$ cat src/rtl/color_emu_pkg.sv
// color_emu_pkg: shared definitions for the color sensor frequency emulator.
//   - Filter codes applied on the 'filter' output (FILT_RED..FILT_CLEAR).
//   - Output-generator state encoding (state_t).
//   - decode_filter(): maps the reader's {s2,s3} select pair to a filter code.
package color_emu_pkg;

  localparam logic [1:0] FILT_RED   = 2'd0;
  localparam logic [1:0] FILT_GREEN = 2'd1;
  localparam logic [1:0] FILT_BLUE  = 2'd2;
  localparam logic [1:0] FILT_CLEAR = 2'd3;

  typedef enum logic [1:0] {
    ST_IDLE,
    ST_SETTLE,
    ST_HIGH,
    ST_LOW
  } state_t;

  // {s2,s3}: 00 red, 11 green, 01 blue, 10 clear
  function automatic logic [1:0] decode_filter(input logic s2, input logic s3);
    logic [1:0] code;
    case ({s2, s3})
      2'b00:   code = FILT_RED;
      2'b11:   code = FILT_GREEN;
      2'b01:   code = FILT_BLUE;
      default: code = FILT_CLEAR;
    endcase
    return code;
  endfunction

endpackage

$ cat src/rtl/sync2.sv
// sync2: one-bit, two-flop synchronizer for signals asynchronous to clk.
// Ports:
//   clk - destination clock
//   rst - asynchronous active-high reset, clears both flops
//   d   - asynchronous input
//   q   - synchronized output (two clk cycles of latency)
module sync2 (
  input  logic clk,
  input  logic rst,
  input  logic d,
  output logic q
);

  logic meta;

  always_ff @(posedge clk or posedge rst) begin
    if (rst) begin
      meta <= 1'b0;
      q    <= 1'b0;
    end else begin
      meta <= d;
      q    <= meta;
    end
  end

endmodule

$ cat src/rtl/color_freq_emulator.sv
// color_freq_emulator: emulates a color light-to-frequency sensor. The reader
// selects a filter with s2/s3; the block answers with a square wave whose
// half-period (in clk cycles) is taken from the matching hp_* input.
// Parameters:
//   W          - width of half-period inputs and period counter
//   SETTLE_CYC - clk cycles freq_out is held low after a (re)start
// Ports:
//   clk, rst                             - clock, async active-high reset
//   enable                               - 1 = emulate, 0 = output off
//   s2, s3                               - filter select (async to clk)
//   hp_red, hp_green, hp_blue, hp_clear  - half-period per filter
//   freq_out                             - emulated square wave
//   filter                               - currently applied filter code
//   active                               - high while toggling
//   pulse_count                          - rising-edge counter (optional)
// Optional feature: define COLOR_EMU_PULSE_CNT_EN to add pulse_count, a
// saturating 16-bit count of freq_out rising edges since the last filter
// change or enable rise.
module color_freq_emulator
  import color_emu_pkg::*;
#(
  parameter int unsigned W          = 9,
  parameter int unsigned SETTLE_CYC = 4
) (
  input  logic         clk,
  input  logic         rst,
  input  logic         enable,
  input  logic         s2,
  input  logic         s3,
  input  logic [W-1:0] hp_red,
  input  logic [W-1:0] hp_green,
  input  logic [W-1:0] hp_blue,
  input  logic [W-1:0] hp_clear,
  output logic         freq_out,
  output logic [1:0]   filter,
  output logic         active
`ifdef COLOR_EMU_PULSE_CNT_EN
  ,
  output logic [15:0]  pulse_count
`endif
);

  localparam int unsigned SW = (SETTLE_CYC < 2) ? 1 : $clog2(SETTLE_CYC + 1);

  logic         s2_sync;
  logic         s3_sync;
  logic [1:0]   sel_code;
  logic         chg_q;
  logic [W-1:0] hp_sel;

  state_t       state, state_n;
  logic [W-1:0] per_cnt, per_cnt_n;
  logic [SW-1:0] set_cnt, set_cnt_n;

  sync2 u_sync_s2 (
    .clk (clk),
    .rst (rst),
    .d   (s2),
    .q   (s2_sync)
  );

  sync2 u_sync_s3 (
    .clk (clk),
    .rst (rst),
    .d   (s3),
    .q   (s3_sync)
  );

  assign sel_code = decode_filter(s2_sync, s3_sync);

  // filter follows the synchronized select unconditionally (also while
  // disabled); chg_q flags the cycle right after it moved, which is the
  // cycle the generator restarts from.
  always_ff @(posedge clk or posedge rst) begin
    if (rst) begin
      filter <= FILT_RED;
      chg_q  <= 1'b0;
    end else begin
      filter <= sel_code;
      chg_q  <= (sel_code != filter);
    end
  end

  always_comb begin
    case (filter)
      FILT_RED:   hp_sel = hp_red;
      FILT_GREEN: hp_sel = hp_green;
      FILT_BLUE:  hp_sel = hp_blue;
      default:    hp_sel = hp_clear;
    endcase
  end

  always_ff @(posedge clk or posedge rst) begin
    if (rst) begin
      state   <= ST_IDLE;
      per_cnt <= '0;
      set_cnt <= '0;
    end else begin
      state   <= state_n;
      per_cnt <= per_cnt_n;
      set_cnt <= set_cnt_n;
    end
  end

  // A reload samples hp_sel; a zero half-period parks in LOW with a zero
  // counter, which re-enters the reload path every cycle until it is nonzero.
  always_comb begin
    state_n   = state;
    per_cnt_n = per_cnt;
    set_cnt_n = set_cnt;
    if (!enable) begin
      state_n   = ST_IDLE;
      per_cnt_n = '0;
      set_cnt_n = '0;
    end else if (state == ST_IDLE || chg_q) begin
      if (SETTLE_CYC == 0) begin
        state_n   = (hp_sel != '0) ? ST_HIGH : ST_LOW;
        per_cnt_n = hp_sel;
      end else begin
        state_n   = ST_SETTLE;
        set_cnt_n = SW'(SETTLE_CYC);
        per_cnt_n = '0;
      end
    end else begin
      case (state)
        ST_SETTLE: begin
          if (set_cnt <= SW'(1)) begin
            state_n   = (hp_sel != '0) ? ST_HIGH : ST_LOW;
            per_cnt_n = hp_sel;
            set_cnt_n = '0;
          end else begin
            set_cnt_n = set_cnt - 1'b1;
          end
        end
        ST_HIGH: begin
          if (per_cnt <= W'(1)) begin
            state_n   = ST_LOW;
            per_cnt_n = hp_sel;
          end else begin
            per_cnt_n = per_cnt - 1'b1;
          end
        end
        ST_LOW: begin
          if (per_cnt <= W'(1)) begin
            state_n   = (hp_sel != '0) ? ST_HIGH : ST_LOW;
            per_cnt_n = hp_sel;
          end else begin
            per_cnt_n = per_cnt - 1'b1;
          end
        end
        default: begin
          state_n = ST_IDLE;
        end
      endcase
    end
  end

  // Output is forced low in the cycle the restart is being taken.
  assign freq_out = (state == ST_HIGH) && !chg_q;
  assign active   = ((state == ST_HIGH) || (state == ST_LOW)) && (per_cnt != '0);

`ifdef COLOR_EMU_PULSE_CNT_EN
  logic        freq_q;
  logic        en_q;
  logic [15:0] pcnt;

  always_ff @(posedge clk or posedge rst) begin
    if (rst) begin
      freq_q <= 1'b0;
      en_q   <= 1'b0;
      pcnt   <= '0;
    end else begin
      freq_q <= freq_out;
      en_q   <= enable;
      if ((sel_code != filter) || (enable && !en_q)) begin
        pcnt <= '0;
      end else if (freq_out && !freq_q && (pcnt != '1)) begin
        pcnt <= pcnt + 1'b1;
      end
    end
  end

  assign pulse_count = pcnt;
`endif

endmodule

$ cat config.mk
export PLATFORM = sky130hd
export DESIGN_NAME = color_freq_emulator
export DESIGN_NICKNAME = d
export VERILOG_FILES = /design/src/rtl/color_emu_pkg.sv /design/src/rtl/sync2.sv /design/src/rtl/color_freq_emulator.sv
export SDC_FILE = /design/constraint.sdc
export NUM_CORES = 1
export LEC_CHECK = 0
export CAP_MARGIN = 40
export CORE_UTILIZATION = 45
export DETAILED_ROUTE_END_ITERATION = 12
export PLACE_DENSITY_LB_ADDON = 0.08
export SYNTH_ARGS = -nofsm -noshare
export SYNTH_HDL_FRONTEND = slang
export SYNTH_SLANG_ARGS = --single-unit
$ cat constraint.sdc
create_clock -name clk -period 3.8 [get_ports clk]
set_input_delay 0.57 -clock clk [delete_from_list [all_inputs] [get_ports clk]]
set_output_delay 0.57 -clock clk [all_outputs]
set_load 0.005 [all_outputs]
Yosys cells after proc, flatten, opt, wreduce, memory -nomap -nowiden
Cells that the tools add are included.
- flip-flop bits (word level): 21
- input bits: 41
- output and inout bits: 4
- word-level logic and storage cells: 57
- add/sub/neg operators: 2
- $lt $le $gt $ge: 2
- eq/ne operators: 13
- multiplexer cells: 18
- reductions and logical operators: 13
- operator list (kind ; count):
    two-way mux 9 bit ; 4
    one-hot mux 9 bit (3 select lines) ; 1
    one-hot mux 9 bit (2 select lines) ; 1
    nonzero test 9 bit ; 2
    two-way mux 3 bit ; 4
    inequality test 4 bit, second input constant ; 3
    one-hot mux 2 bit (3 select lines) ; 2
    two-way mux 2 bit ; 5
    less-or-equal comparator 9 x 1 -> 1 bit, second input constant ; 1
    subtractor 9 x 1 -> 9 bit, second input constant ; 1
    equality test 2 bit, second input constant ; 4
    equality test 2 x 1 -> 1 bit, second input constant ; 3
    zero test 2 bit ; 3
    inequality test 4 x 2 -> 1 bit, second input constant ; 1
    less-or-equal comparator 3 x 1 -> 1 bit, second input constant ; 1
    inequality test 3 x 1 -> 1 bit, second input constant ; 1
    AND reduction 3 bit ; 1
    subtractor 3 x 1 -> 3 bit, second input constant ; 1
    logical AND 1 bit ; 2
    logical OR 1 bit ; 2
    inequality test 2 bit ; 1
    AND reduction 2 bit ; 1
    OR reduction 2 bit ; 1
    zero test 1 bit ; 1
    two-way mux 1 bit ; 1

Longest topological paths before layout
- depth after elaboration: 8
- depth in mapped cells: 8
- gate-level depth less buffers: 8

Cells and area by module
Synthesis repeated with hierarchy kept, for this count alone.
- cell total of the unflattened synthesis: 137
- area total of the unflattened synthesis: 1405.1 sq um
- by module, submodules not included (module ; times used ; cells an instance ; area each (sq um)):
    color_freq_emulator ; 1 ; 131 ; 1297.5
    sync2 ; 2 ; 3 ; 53.8

Least setup slack after synthesis
OpenSTA, ideal clock, no wires.
- path type: reg-to-output
- start: register per_cnt[0]
- end: output active
- data arrival time: 1347 ps
- data required time: 3230 ps
- setup slack: 1883 ps
- stages on the path, launching flop included: 6
- path buffers: 0
- cell sequence: dfrtp_1 -> inv_1 -> ha_1 -> or3b_2 -> nor2_1 -> a21oi_1
- cells in the longest elaborated chain, start to end: 2
- ends and longest elaborated chain (element ; line ; text):
    start: declaration ; color_freq_emulator.sv:52 ; logic [W-1:0] per_cnt, per_cnt_n;
    start signal: assignment ; color_freq_emulator.sv:100 ; per_cnt <= per_cnt_n;
    nonzero test 9 bit ; color_freq_emulator.sv:160 ; assign active = ((state == ST_HIGH) || (state == ST_LOW)) && (per_cnt != '0);
    logical AND 1 bit ; color_freq_emulator.sv:160 ;
    end: declaration ; color_freq_emulator.sv:36 ; output logic active
No other way between the ends.

Final worst setup path
Ends and elaborated chain as after synthesis.

==> reports/metrics.csv <==
stage,metric,value,unit
status,outcome,completed,
setup_path,cell chain of the critical path,"inv_1, ha_1, or3b_2, nor2_1, a21oi_1, clkdlybuf4s50_1",
clock_tree,clock root buffer master,clkbuf_4,
min_path,launch instance of the worst min-delay path,u_sync_s3.meta,
placement,Port-buffer cells,44,
cells_and_area,P&R area growth vs syn,33.5,%
yosys,number of nets in the synthesized netlist,194,
yosys,post-synth design cell area,1470,sq um
clock_tree,number of gates resized after CTS,0,
setup_path,Crit path largest cell delay,500,ps
detailed_routing,via density per instance,5.78,
sta,min Tclk post-route,2840,ps
sta,count of final max-slew check failures,0,
sta,measured slew at the worst slew-check pin,819,ps
floorplan,number of ports placed on the die boundary,45,
detailed_routing,wire length per cell,15.4,um
floorplan,total number of placement rows,20,
floorplan,die height,59.1,um
grt,pin count of the biggest net entering global routing,22,
sta,clock tree skew after final layout,12.6,ps
yosys,number of enable flip-flop cells after synthesis,0,
cells_and_area,fraction of final layout cells with drive strength greater than 1,0.121,
clock_tree,number of setup buffers added after CTS,0,
min_path,number of stages on the worst hold path,0,
setup_path,sort of element at the start of the critical path,flip-flop,
setup_path,"Max FO, Critical Path",6,
yosys,part of the Yosys area used for sequential elements,0.358,
min_path,Hold/Removal Path Class,reg -> reg,
setup_path,worst endpoint data arrival time,2270,ps
grt,global route overflow,0,
power_and_ir_drop,Lkg Pwr,0.804,nW
floorplan,Die Area,3490,sq um
detailed_routing,Pre-antenna DRT Iters,5,
placement,minimum setup slack after placement,1320,ps
grt,global-route wire length before repair,5980,um
detailed_routing,met2 wire length,1750,um
floorplan,Initial Util,0.477,
setup_path,"Worst Path Class, Setup",reg -> out,
clock_tree,clock tree from TritonCTS,done,
setup_path,slowest cell on the critical path,or3b_2,
detailed_routing,DR WL met3,259,um
power_and_ir_drop,Max VDD drop,0.157,mV
setup_path,R2R setup slack,1610,ps
grt,antenna violations before repair,0,
yosys,count of state elements after synthesis,21,
clock_tree,Num CTS Buffers,3,
power_and_ir_drop,total power consumption of the routed design,0.569,mW
clock_tree,insertion delay of the later-clocked pin in the worst-skew pair,320,ps
placement,HPWL after detailed placement,2900,um
min_path,terminating pin of the worst hold path,u_sync_s3.q,
flow_run,max-cap check violation count,0,
yosys,Main synth FF type,dfrtp_1,
sta,Setup Total Neg Slack,0,ps
setup_path,Critical R2R Launch,per_cnt[4],
floorplan,placeable core region,3080,sq um
clock_tree,Post-CTS Hold Fix Bufs,0,
cells_and_area,number of antenna cells inserted,0,
yosys,share of synthesized registers carrying an async set or reset,1.00,
sta,smallest setup slack after layout,958,ps
cells_and_area,net total in the final layout,238,
sta,endpoints failing hold,0,
detailed_routing,Max Used Layer,met4,
sta,count of endpoints failing setup in the final report,0,
clock_tree,H-tree depth,1,
setup_path,r2r endpoint,per_cnt[2],
detailed_routing,sum of routed wire segments on met1,1550,um
sta,RSZ-0062 raised after global routing,no,
yosys,count of unique library cells instantiated by Yosys,39,
clock_tree,clock transition at the registers of the reported paths,130,ps
setup_path,element type at the critical path end,primary output,
detailed_routing,post-detailed-route DRC marker count,0,
grt,overall fraction of global-route tracks in use,0.233,
placement,final estimated routing congestion in global placement,0.881,
grt,number of global-route vias before repair,1359,
sta,slew margin rel.,0.453,
cells_and_area,"Core Util, Final",0.637,
power_and_ir_drop,pwr/cell area,290,nW/um^2
clock_tree,maximum count of clock buffers along a single path,2,
yosys,total number of yosys warnings,0,
sta,Achievable Freq,352,MHz
detailed_routing,Iter 0 DRT Violations,53,
setup_path,required arrival time at the worst endpoint,3230,ps
detailed_routing,post-detailed-route count of antenna-violating nets,0,
detailed_routing,final wirelength,3610,um
yosys,mean instance size in the synthesized netlist,9.98,sq um
yosys,Gate Count Post-Synth,147,
setup_path,length in cells of the worst reg-to-reg path,5,
detailed_routing,count of vias placed by the detailed router,1352,
clock_tree,clock tree sinks,21,
sta,crit share post-route,0.748,
floorplan,Die W,59.1,um
## cell usage in the layout (no fill, tap or decap), types with 3 or more instances in the layout
cell / netlist / final
a21oi_1: 8 / 8
clkbuf_4: 0 / 3
clkdlybuf4s50_1: 0 / 44
dfrtp_1: 21 / 21
ha_1: 6 / 6
inv_1: 12 / 12
mux4_2: 9 / 9
nand2_1: 14 / 14
nand3_1: 3 / 3
nor2_1: 5 / 5
nor3_1: 9 / 9
nor4_1: 3 / 3
o21ai_0: 17 / 17
o31a_1: 3 / 3
## state kept, by name, indices dropped and copies added, names as in the netlist
| signal | count |
|---|---|
| chg_q | 1 |
| filter | 2 |
| per_cnt | 9 |
| set_cnt | 3 |
| state | 2 |
| u_sync_s2.meta | 1 |
| u_sync_s2.q | 1 |
| u_sync_s3.meta | 1 |
| u_sync_s3.q | 1 |
## report_power, final
group | internal, mW | switching [mW] | total, mW
Clock | 0.0395 | 0.0758 | 0.115
Sequential | 0.238 | 0.0253 | 0.263
Combinational | 0.108 | 0.0825 | 0.190
## synthesized netlist by cell type, drive strengths merged (3+ instances only)
library cell | count | area share
a21oi | 8 | 0.027
buf | 3 | 0.019
clkbuf | 3 | 0.0077
dfrtp | 21 | 0.36
ha | 6 | 0.051
inv | 12 | 0.031
mux4 | 9 | 0.14
nand2 | 14 | 0.036
nand3 | 3 | 0.010
nor2 | 5 | 0.013
nor3 | 9 | 0.031
nor4 | 3 | 0.013
o21ai | 18 | 0.061
o31a | 3 | 0.018
## worst max-delay path, delay by kind of cell (launching register included)
family,cells,cell delay [ps]
adders and majority gates,1,190
AOI/OAI and AO/OA,1,80
and+or+nand+nor,2,650
buffers and inverters,2,570
DFF,1,450
## routing by layer
layer,up-vias,GRT usage
met5,-,0
met4,0,0.0816
met3,5,0.0459
met2,74,0.396
met1,635,0.296
li1,638,-
## area by class of cell
| type | instances | area [sq um] |
|---|---|---|
| well taps | 44 | 55.1 |
| multi-input cells | 107 | 855 |
| fillers | 263 | 1120 |
| inverters | 13 | 48.8 |
| flip-flops and latches | 21 | 526 |
| clock buffers | 3 | 22.5 |
| repair buffers | 45 | 448 |
| clock inverters | 1 | 5.00 |
## worst max-delay path by stage
stage              to  cells past startpoint       start  slack (ps)
2_1_floorplan  active                      5  per_cnt[0]        1880
3_3_place_gp   active                      6  per_cnt[0]        1380
3_5_place_dp   active                      6  per_cnt[0]        1320
4_1_cts        active                      6  per_cnt[0]         970
5_1_grt        active                      6  per_cnt[0]         830
6_report       active                      6  per_cnt[0]         960
## per-stage QoR
stage / hold slack (ps) / instance area (sq um) / instances
final: 365 / 1960 / 234
after global routing: 370 / 1960 / 234
after CTS: 366 / 1960 / 234
after floorplan: 331 / 1470 / 147
after detailed placement: 336 / 1930 / 230
after global placement: 333 / 1930 / 230
## cell families (layout without fill, tap and decap cells)
family / Yosys count / count (layout) / synth area share
XOR/XNOR: 2 / 2 / 0.0119
flip-flops: 21 / 21 / 0.358
buffers and inverters: 19 / 62 / 0.0597
AND/OR/NAND/NOR: 44 / 44 / 0.159
adder cells (fa/ha/maj): 6 / 6 / 0.0511
AO/OA/AOI/OAI: 46 / 46 / 0.222
multiplexers: 9 / 9 / 0.138
Note: power is estimated with default switching activity, not from simulation.
